**src/rtl/mips_cpu_div_ctrl.sv**
```systemverilog
// Divide controller: issues DIV/DIVU to an unsigned start/done divider, applies sign fix-up and owns HI/LO.
// Optional WAIT watchdog is enabled by defining MIPS_CPU_DIV_TIMEOUT_EN.
module mips_cpu_div_ctrl #(
    parameter int WIDTH          = 32,
    parameter int TIMEOUT_CYCLES = 64
) (
    input  logic             clk_i,
    input  logic             rst_ni,
    input  logic             op_valid_i,
    input  logic             op_signed_i,
    input  logic [WIDTH-1:0] op_a_i,
    input  logic [WIDTH-1:0] op_b_i,
    input  logic             mthi_en_i,
    input  logic             mtlo_en_i,
    input  logic [WIDTH-1:0] wdata_i,
    input  logic             mf_req_i,
    output logic [WIDTH-1:0] hi_o,
    output logic [WIDTH-1:0] lo_o,
    output logic             busy_o,
    output logic             stall_o,
    output logic             dbz_o,
    output logic             div_start_o,
    output logic [WIDTH-1:0] div_dividend_o,
    output logic [WIDTH-1:0] div_divisor_o,
    input  logic [WIDTH-1:0] div_quotient_i,
    input  logic [WIDTH-1:0] div_remainder_i,
    input  logic             div_done_i,
    input  logic             div_dbz_i
);

    typedef enum logic [1:0] {
        IDLE  = 2'd0,
        ISSUE = 2'd1,
        WAIT  = 2'd2,
        FIX   = 2'd3
    } state_e;

    state_e           state_q, state_d;
    logic [WIDTH-1:0] hi_q, hi_d;
    logic [WIDTH-1:0] lo_q, lo_d;
    logic [WIDTH-1:0] dividend_q, dividend_d;
    logic [WIDTH-1:0] divisor_q, divisor_d;
    logic [WIDTH-1:0] quot_q, quot_d;
    logic [WIDTH-1:0] rem_q, rem_d;
    logic             sa_q, sa_d;
    logic             sb_q, sb_d;
    logic             dbz_q, dbz_d;

`ifdef MIPS_CPU_DIV_TIMEOUT_EN
    localparam int CntW = $clog2(TIMEOUT_CYCLES + 1);
    logic [CntW-1:0] cnt_q, cnt_d;
`endif

    always_ff @(posedge clk_i or negedge rst_ni) begin
        if (!rst_ni) begin
            state_q    <= IDLE;
            hi_q       <= '0;
            lo_q       <= '0;
            dividend_q <= '0;
            divisor_q  <= '0;
            quot_q     <= '0;
            rem_q      <= '0;
            sa_q       <= 1'b0;
            sb_q       <= 1'b0;
            dbz_q      <= 1'b0;
`ifdef MIPS_CPU_DIV_TIMEOUT_EN
            cnt_q      <= '0;
`endif
        end else begin
            state_q    <= state_d;
            hi_q       <= hi_d;
            lo_q       <= lo_d;
            dividend_q <= dividend_d;
            divisor_q  <= divisor_d;
            quot_q     <= quot_d;
            rem_q      <= rem_d;
            sa_q       <= sa_d;
            sb_q       <= sb_d;
            dbz_q      <= dbz_d;
`ifdef MIPS_CPU_DIV_TIMEOUT_EN
            cnt_q      <= cnt_d;
`endif
        end
    end

    always_comb begin
        state_d    = state_q;
        hi_d       = hi_q;
        lo_d       = lo_q;
        dividend_d = dividend_q;
        divisor_d  = divisor_q;
        quot_d     = quot_q;
        rem_d      = rem_q;
        sa_d       = sa_q;
        sb_d       = sb_q;
        dbz_d      = 1'b0;
`ifdef MIPS_CPU_DIV_TIMEOUT_EN
        cnt_d      = cnt_q;
`endif

        unique case (state_q)
            IDLE: begin
                // MTHI/MTLO land even when a division is launched in the same cycle.
                if (mthi_en_i) hi_d = wdata_i;
                if (mtlo_en_i) lo_d = wdata_i;
                if (op_valid_i) begin
                    if (op_b_i == '0) begin
                        dbz_d = 1'b1;
                    end else begin
                        sa_d       = op_signed_i & op_a_i[WIDTH-1];
                        sb_d       = op_signed_i & op_b_i[WIDTH-1];
                        dividend_d = (op_signed_i & op_a_i[WIDTH-1]) ? ('0 - op_a_i) : op_a_i;
                        divisor_d  = (op_signed_i & op_b_i[WIDTH-1]) ? ('0 - op_b_i) : op_b_i;
                        state_d    = ISSUE;
                    end
                end
            end
            ISSUE: begin
                state_d = WAIT;
`ifdef MIPS_CPU_DIV_TIMEOUT_EN
                cnt_d   = '0;
`endif
            end
            WAIT: begin
                if (div_done_i) begin
                    if (div_dbz_i) begin
                        dbz_d   = 1'b1;
                        state_d = IDLE;
                    end else begin
                        quot_d  = div_quotient_i;
                        rem_d   = div_remainder_i;
                        state_d = FIX;
                    end
                end
`ifdef MIPS_CPU_DIV_TIMEOUT_EN
                else if (cnt_q == CntW'(TIMEOUT_CYCLES - 1)) begin
                    dbz_d   = 1'b1;
                    state_d = IDLE;
                end else begin
                    cnt_d = cnt_q + 1'b1;
                end
`endif
            end
            FIX: begin
                // Quotient sign follows sa^sb, remainder follows the dividend; -2^(W-1)/-1 wraps.
                lo_d    = (sa_q ^ sb_q) ? ('0 - quot_q) : quot_q;
                hi_d    = sa_q ? ('0 - rem_q) : rem_q;
                state_d = IDLE;
            end
            default: state_d = IDLE;
        endcase
    end

    assign busy_o         = (state_q != IDLE);
    assign stall_o        = busy_o & (op_valid_i | mf_req_i | mthi_en_i | mtlo_en_i);
    assign div_start_o    = (state_q == ISSUE);
    assign dbz_o          = dbz_q;
    assign hi_o           = hi_q;
    assign lo_o           = lo_q;
    assign div_dividend_o = dividend_q;
    assign div_divisor_o  = divisor_q;

endmodule
```
**config.mk**
```make
export PLATFORM = sky130hd
export DESIGN_NAME = mips_cpu_div_ctrl
export DESIGN_NICKNAME = d
export VERILOG_FILES = /design/src/rtl/mips_cpu_div_ctrl.sv
export SDC_FILE = /design/constraint.sdc
export NUM_CORES = 1
export LEC_CHECK = 0
export CAP_MARGIN = 30
export CORE_UTILIZATION = 42
export DETAILED_ROUTE_END_ITERATION = 12
export DONT_BUFFER_PORTS = 1
export GPL_ROUTABILITY_DRIVEN = 0
export GPL_TIMING_DRIVEN = 0
export PLACE_DENSITY = 0.57
export SETUP_SLACK_MARGIN = 0.3
export SLEW_MARGIN = 15
export SYNTH_ARGS = -nofsm -noshare
export SYNTH_HDL_FRONTEND = slang
export SYNTH_SLANG_ARGS = --single-unit
```
**constraint.sdc**
```tcl
create_clock -name clk_i -period 4.9 [get_ports clk_i]
set_input_delay 1.47 -clock clk_i [delete_from_list [all_inputs] [get_ports clk_i]]
set_output_delay 1.47 -clock clk_i [all_outputs]
set_load 0.03 [all_outputs]
```
## Word level (Yosys, flattened, before mapping)

Cells that the tools add are included.

| storage, ports and cells | value |
|---|---|
| flip-flop bits (word level) | 197 |
| logic and storage cells | 58 |

| cells by class | value |
|---|---|
| $add $sub $neg | 4 |
| equal/unequal tests | 8 |
| multiplexer cells | 18 |
| bitwise logic cells | 9 |
| reductions and logical operators | 9 |

Operators with widths:

| kind | number |
|---|---|
| two-way mux 32 bit | 6 |
| case mux 32 bit (2 select lines) | 2 |
| subtractor 1 x 32 -> 32 bit (first input constant) | 4 |
| zero test 32 bit | 1 |
| inequality test 2 bit (second input constant) | 5 |
| AND reduction 3 bit | 3 |
| two-way mux 2 bit | 4 |
| case mux 2 bit (4 select lines) | 1 |
| == test 2 bit (second input constant) | 2 |
| two-way mux 1 bit | 4 |
| AND reduction 2 bit | 2 |
| nonzero test 2 bit | 2 |
| bitwise AND 1 bit | 3 |
| bitwise OR 1 bit | 3 |
| == test 2 x 1 -> 1 bit (second input constant) | 1 |
| zero test 2 bit | 1 |
| NOT 1 bit | 2 |
| case mux 1 bit (2 select lines) | 1 |
| XOR 1 bit | 1 |

## Depth between registers and ports, before layout

| depth | value |
|---|---|
| word-level depth | 4 |
| gate-level depth with buffers | 11 |
| depth with buffers taken out | 8 |

## Worst setup path before layout

No wires, ideal clock.

| path | value |
|---|---|
| path type | input -> register |
| start | input port op_b_i[6] |
| end | register dividend_q[0] (netlist: div_dividend_o[0]) |
| arrival | 3.302 ns |
| path slack | 1.515 ns |
| stages | 8 |
| path buffers | 2 |
| cell sequence | nor4_1 > nand4_1 > or3_1 > o21ai_2 > buf_4 > buf_2 > nand2_1 > o21ai_0 |

| between the ends | value |
|---|---|
| longest elaborated chain between the ends | 3 |

RTL lines:

| item | RTL line | text |
|---|---|---|
| from (decl) | 12 | `input logic [WIDTH-1:0] op_b_i,` |
| zero test 32 bit | 107 | `if (op_b_i == '0) begin` |
| NOT 1 bit (no line) | - |  |
| AND reduction 3 bit (no line) | - |  |
| to (signal assigned) | 73 | `dividend_q <= dividend_d;` |
| to (decl) | 41 | `logic [WIDTH-1:0] dividend_q, dividend_d;` |

Every way passes these cells.
A chain may end at the register's enable or synchronous reset.

## Worst setup path in the final report

| path | value |
|---|---|
| start | input port op_b_i[6] |
| end | register divisor_q[29] (netlist: div_divisor_o[29]) |

| between the ends | value |
|---|---|
| longest elaborated chain between the ends | 3 |
| elaborated cells between the ends (all ways) | 5 |
| classes of those cells | add/sub (1); mux (1); bitwise (1); reduce/logical (2) |

RTL lines:

| item | RTL line | text |
|---|---|---|
| branches (longest 3 deep; another with subtractor 1 x 32 -> 32 bit) | - |  |
| to (signal assigned) | 74 | `divisor_q <= divisor_d;` |
| to (decl) | 42 | `logic [WIDTH-1:0] divisor_q, divisor_d;` |

Parallel ways; which one is timed is not known.

==> flow_summary.toml <==
[synth]
synthCells = 1061
synth_cell_types = 52
syn-cell-area_um2 = 10460
ys.flop_type = "dfrtp_1"
syn_avg_cell_area_um2 = 9.855
synth.yosys.seq_area_share = 0.4715
synth_edf_count = 0
postSynth.asyncResetShare = 1.000
ys_seq_elements = 197
synth_warnings = 0
synth_fp_nets = 1234

[sta]
report.final.slew_viol_count = 0
setup_viol = 0
hold_violations = 0
slew-limit-headroom = 0.3255
setup_slack_ns = 1.307
max_freq_mhz = 278.3
skew_ns = 0.01139
rsz0062_at_grt = "no"
worstMarginPinSlew_ns = 1.002
fin_crit_sh = 0.7332
tns_ns = 0
period_needed_ns = 3.593

[floorplan]
die_h_um = 159.8
dieWidth_um = 159.8
start_util = 0.4287
rows = 57
core_area_um2 = 24390
dieArea_um2 = 25530
pin_count = 301

[pwr]
peakVddDrop_v = 0.0003169
power_frac_clock = 0.162
power.density_nw_per_um2 = 751.5
switching_share = 0.4900
p_sw_w = 0.004214
power_leakage_nw = 4.484
p_int_w = 0.004387
comb_power_share = 0.335
seqPwrFrac = 0.503

[placement]
dpl.hpwl_um = 24720
io_buffers = 0
placed_cell_area_um2 = 10860
pre_cts_ws_ns = 0.8641

[drt]
first_iter_violations = 481
vias = 8075
wl_per_cell_um = 23.13
routed_wl_um = 32790
ant_nets = 0
vias_per_cell = 5.695
drc = 0
dr.pass1.iters = 5

[setup_path]
setup.worst_path.class = "in -> reg"
start_kind = "input port"
cp.arrival_ns = 3.89
cp_max_fo = 6
cp.required_ns = 5.20
r2r_cells = 6
regToRegSetupSlack_ns = 1.83
end_kind = "flip-flop"

[finish]
fin_nets = 1254
area_growth_pct = 9.453
antenna_cells = 0
postLayoutCoreUtil = 0.4692
drive_above_1_share = 0.1069
design_area_um2 = 11440

[cts]
clock_latency_ns = 0.44
ctsResizeCount = 0
cts_htree_levels = 4
cts.sinks = 197
clk_pin_slew_ns = 0.08
cts_tree = "built"
post-cts-setup-buffer-count = 0
root_buffer = "clkbuf_16"
cts_buffer_depth = 2
ctsHoldBuffers = 0
cts-buffers-inserted = 17

[grt]
grt_pass1_vias = 8290
globalRouteOverflowTotal = 0
grt_pass1_wl_um = 50760
grt_max_degree = 198
antenna_found_initial = 0
grt_usage = 0.2618

[hold_path]
hold_depth = 2
hp-class = "reg -> reg"

[job]
maxCapViolCount = 0

[outcome]
outcome = "finished clean"
-- final timing paths --
path / from / to
min in group asynchronous: rst_ni / quot_q[20]$_DFFE_PN0P_
hold reg to reg: rem_q[0]$_DFFE_PN0P_ / hi_o[0]$_DFFE_PN0P_
setup reg to reg: state_q[1]$_DFFE_PN0P_ / lo_o[4]$_DFFE_PN0P_
max in group asynchronous: rst_ni / sa_q$_DFFE_PN0P_
hold / removal: rem_q[0]$_DFFE_PN0P_ / hi_o[0]$_DFFE_PN0P_
setup / recovery: op_b_i[6] / div_divisor_o[29]$_DFFE_PN0P_
-- sequential cells by signal, indices dropped and copies added (netlist names) --
name / cells
sa_q: 1
dbz_o: 1
hi_o: 32
div_divisor_o: 32
div_dividend_o: 32
rem_q: 32
quot_q: 32
lo_o: 32
state_q: 2
sb_q: 1
-- cell usage after synthesis (13+ instances only) --
master | count | area [µm²]
a31oi_1 | 17 | 106.4
inv_1 | 14 | 52.55
nor2_1 | 53 | 198.9
mux2_2 | 59 | 664.4
o41ai_1 | 13 | 113.9
dfrtp_1 | 197 | 4930
nor3_1 | 13 | 65.06
clkbuf_1 | 40 | 150.1
o31ai_1 | 19 | 142.6
o21ai_0 | 101 | 505.5
a211oi_1 | 49 | 367.9
nand2_1 | 110 | 412.9
xor2_1 | 62 | 543.0
nor2b_1 | 50 | 312.8
mux2i_1 | 14 | 140.1
nor4_1 | 16 | 100.1
a21oi_1 | 73 | 365.4
xnor2_1 | 57 | 499.2
-- metrics by stage --
| step | hold slack, ns | total power, W | cells |
|---|---|---|---|
| CTS | 0.5412 | 0.008677 | 1417 |
| global placement | 0.5210 | 0.007195 | 1385 |
| detailed placement | 0.5173 | 0.007245 | 1385 |
| global route | 0.5797 | 0.009183 | 1418 |
| finish | 0.5424 | 0.008601 | 1418 |
| floorplan | 0.4762 | 0.006268 | 1061 |
-- metal layers --
layer	GRT usage	up-vias	routed length, µm
li1	-	3818	-
met2	0.4442	300	16060
met4	0.06450	0	544
met1	0.3035	3922	12730
met3	0.1130	35	3455
met5	0	-	0
-- worst max-delay path: stages --
cell and delay, ns:
nor4_1 0.84, nand3_1 0.45, or4_1 0.57, o31ai_1 0.26, xor2_1 0.20, o21ai_0 0.10
-- layout make-up --
class / instances / area, µm²
plain buffers: 61 / 276.5
clock buffers: 18 / 439.2
clock inverters: 14 / 138.9
fillers: 2357 / 12950
inverters: 14 / 52.55
multi-input cells: 789 / 5197
flip-flops and latches: 197 / 4930
well taps: 324 / 405.4
repair buffers: 1 / 5.005
-- placed cells by master (no fill, tap or decap), drive strengths merged, types with 2 or more instances in the layout --
cell    instances
o31ai          20
clkinv          6
nand4           5
nand3b          2
a211oi         49
nor4           18
a41oi           4
or3             8
nor2           53
and2           10
o21ai         102
o41ai          13
nand2b          4
nor3           13
ha              4
mux2i          14
clkbuf         60
dfrtp         197
xnor2          57
nor2b          50
inv            21
a21oi          73
nor3b           3
or2             2
nand3           5
buf            19
or4            15
nor4b           4
a31oi          17
a22o            2
nand2         110
and3            2
xor2           62
mux2           59
-- power by group through the flow --
stage,Combinational [W],Sequential [W],Clock (W)
final,0.00288,0.00432,0.00140
after global routing,0.00325,0.00445,0.00149
after CTS,0.00290,0.00434,0.00143
after detailed placement,0.00288,0.00436,0
after global placement,0.00284,0.00435,0
after floorplan,0.00225,0.00402,0
-- kinds of logic (layout without fill, tap and decap cells) --
| group | count (synthesis) | in the layout | synth area share |
|---|---|---|---|
| xor gates and xnor gates | 119 | 119 | 0.09968 |
| AOI/OAI and AO/OA | 286 | 286 | 0.1662 |
| DFF | 197 | 197 | 0.4715 |
| buffers and inverters | 75 | 108 | 0.03147 |
| adders and majority gates | 4 | 4 | 0.004787 |
| and+or+nand+nor | 307 | 307 | 0.1495 |
| muxes | 73 | 73 | 0.07694 |
Power figures use the tool's default switching activity.
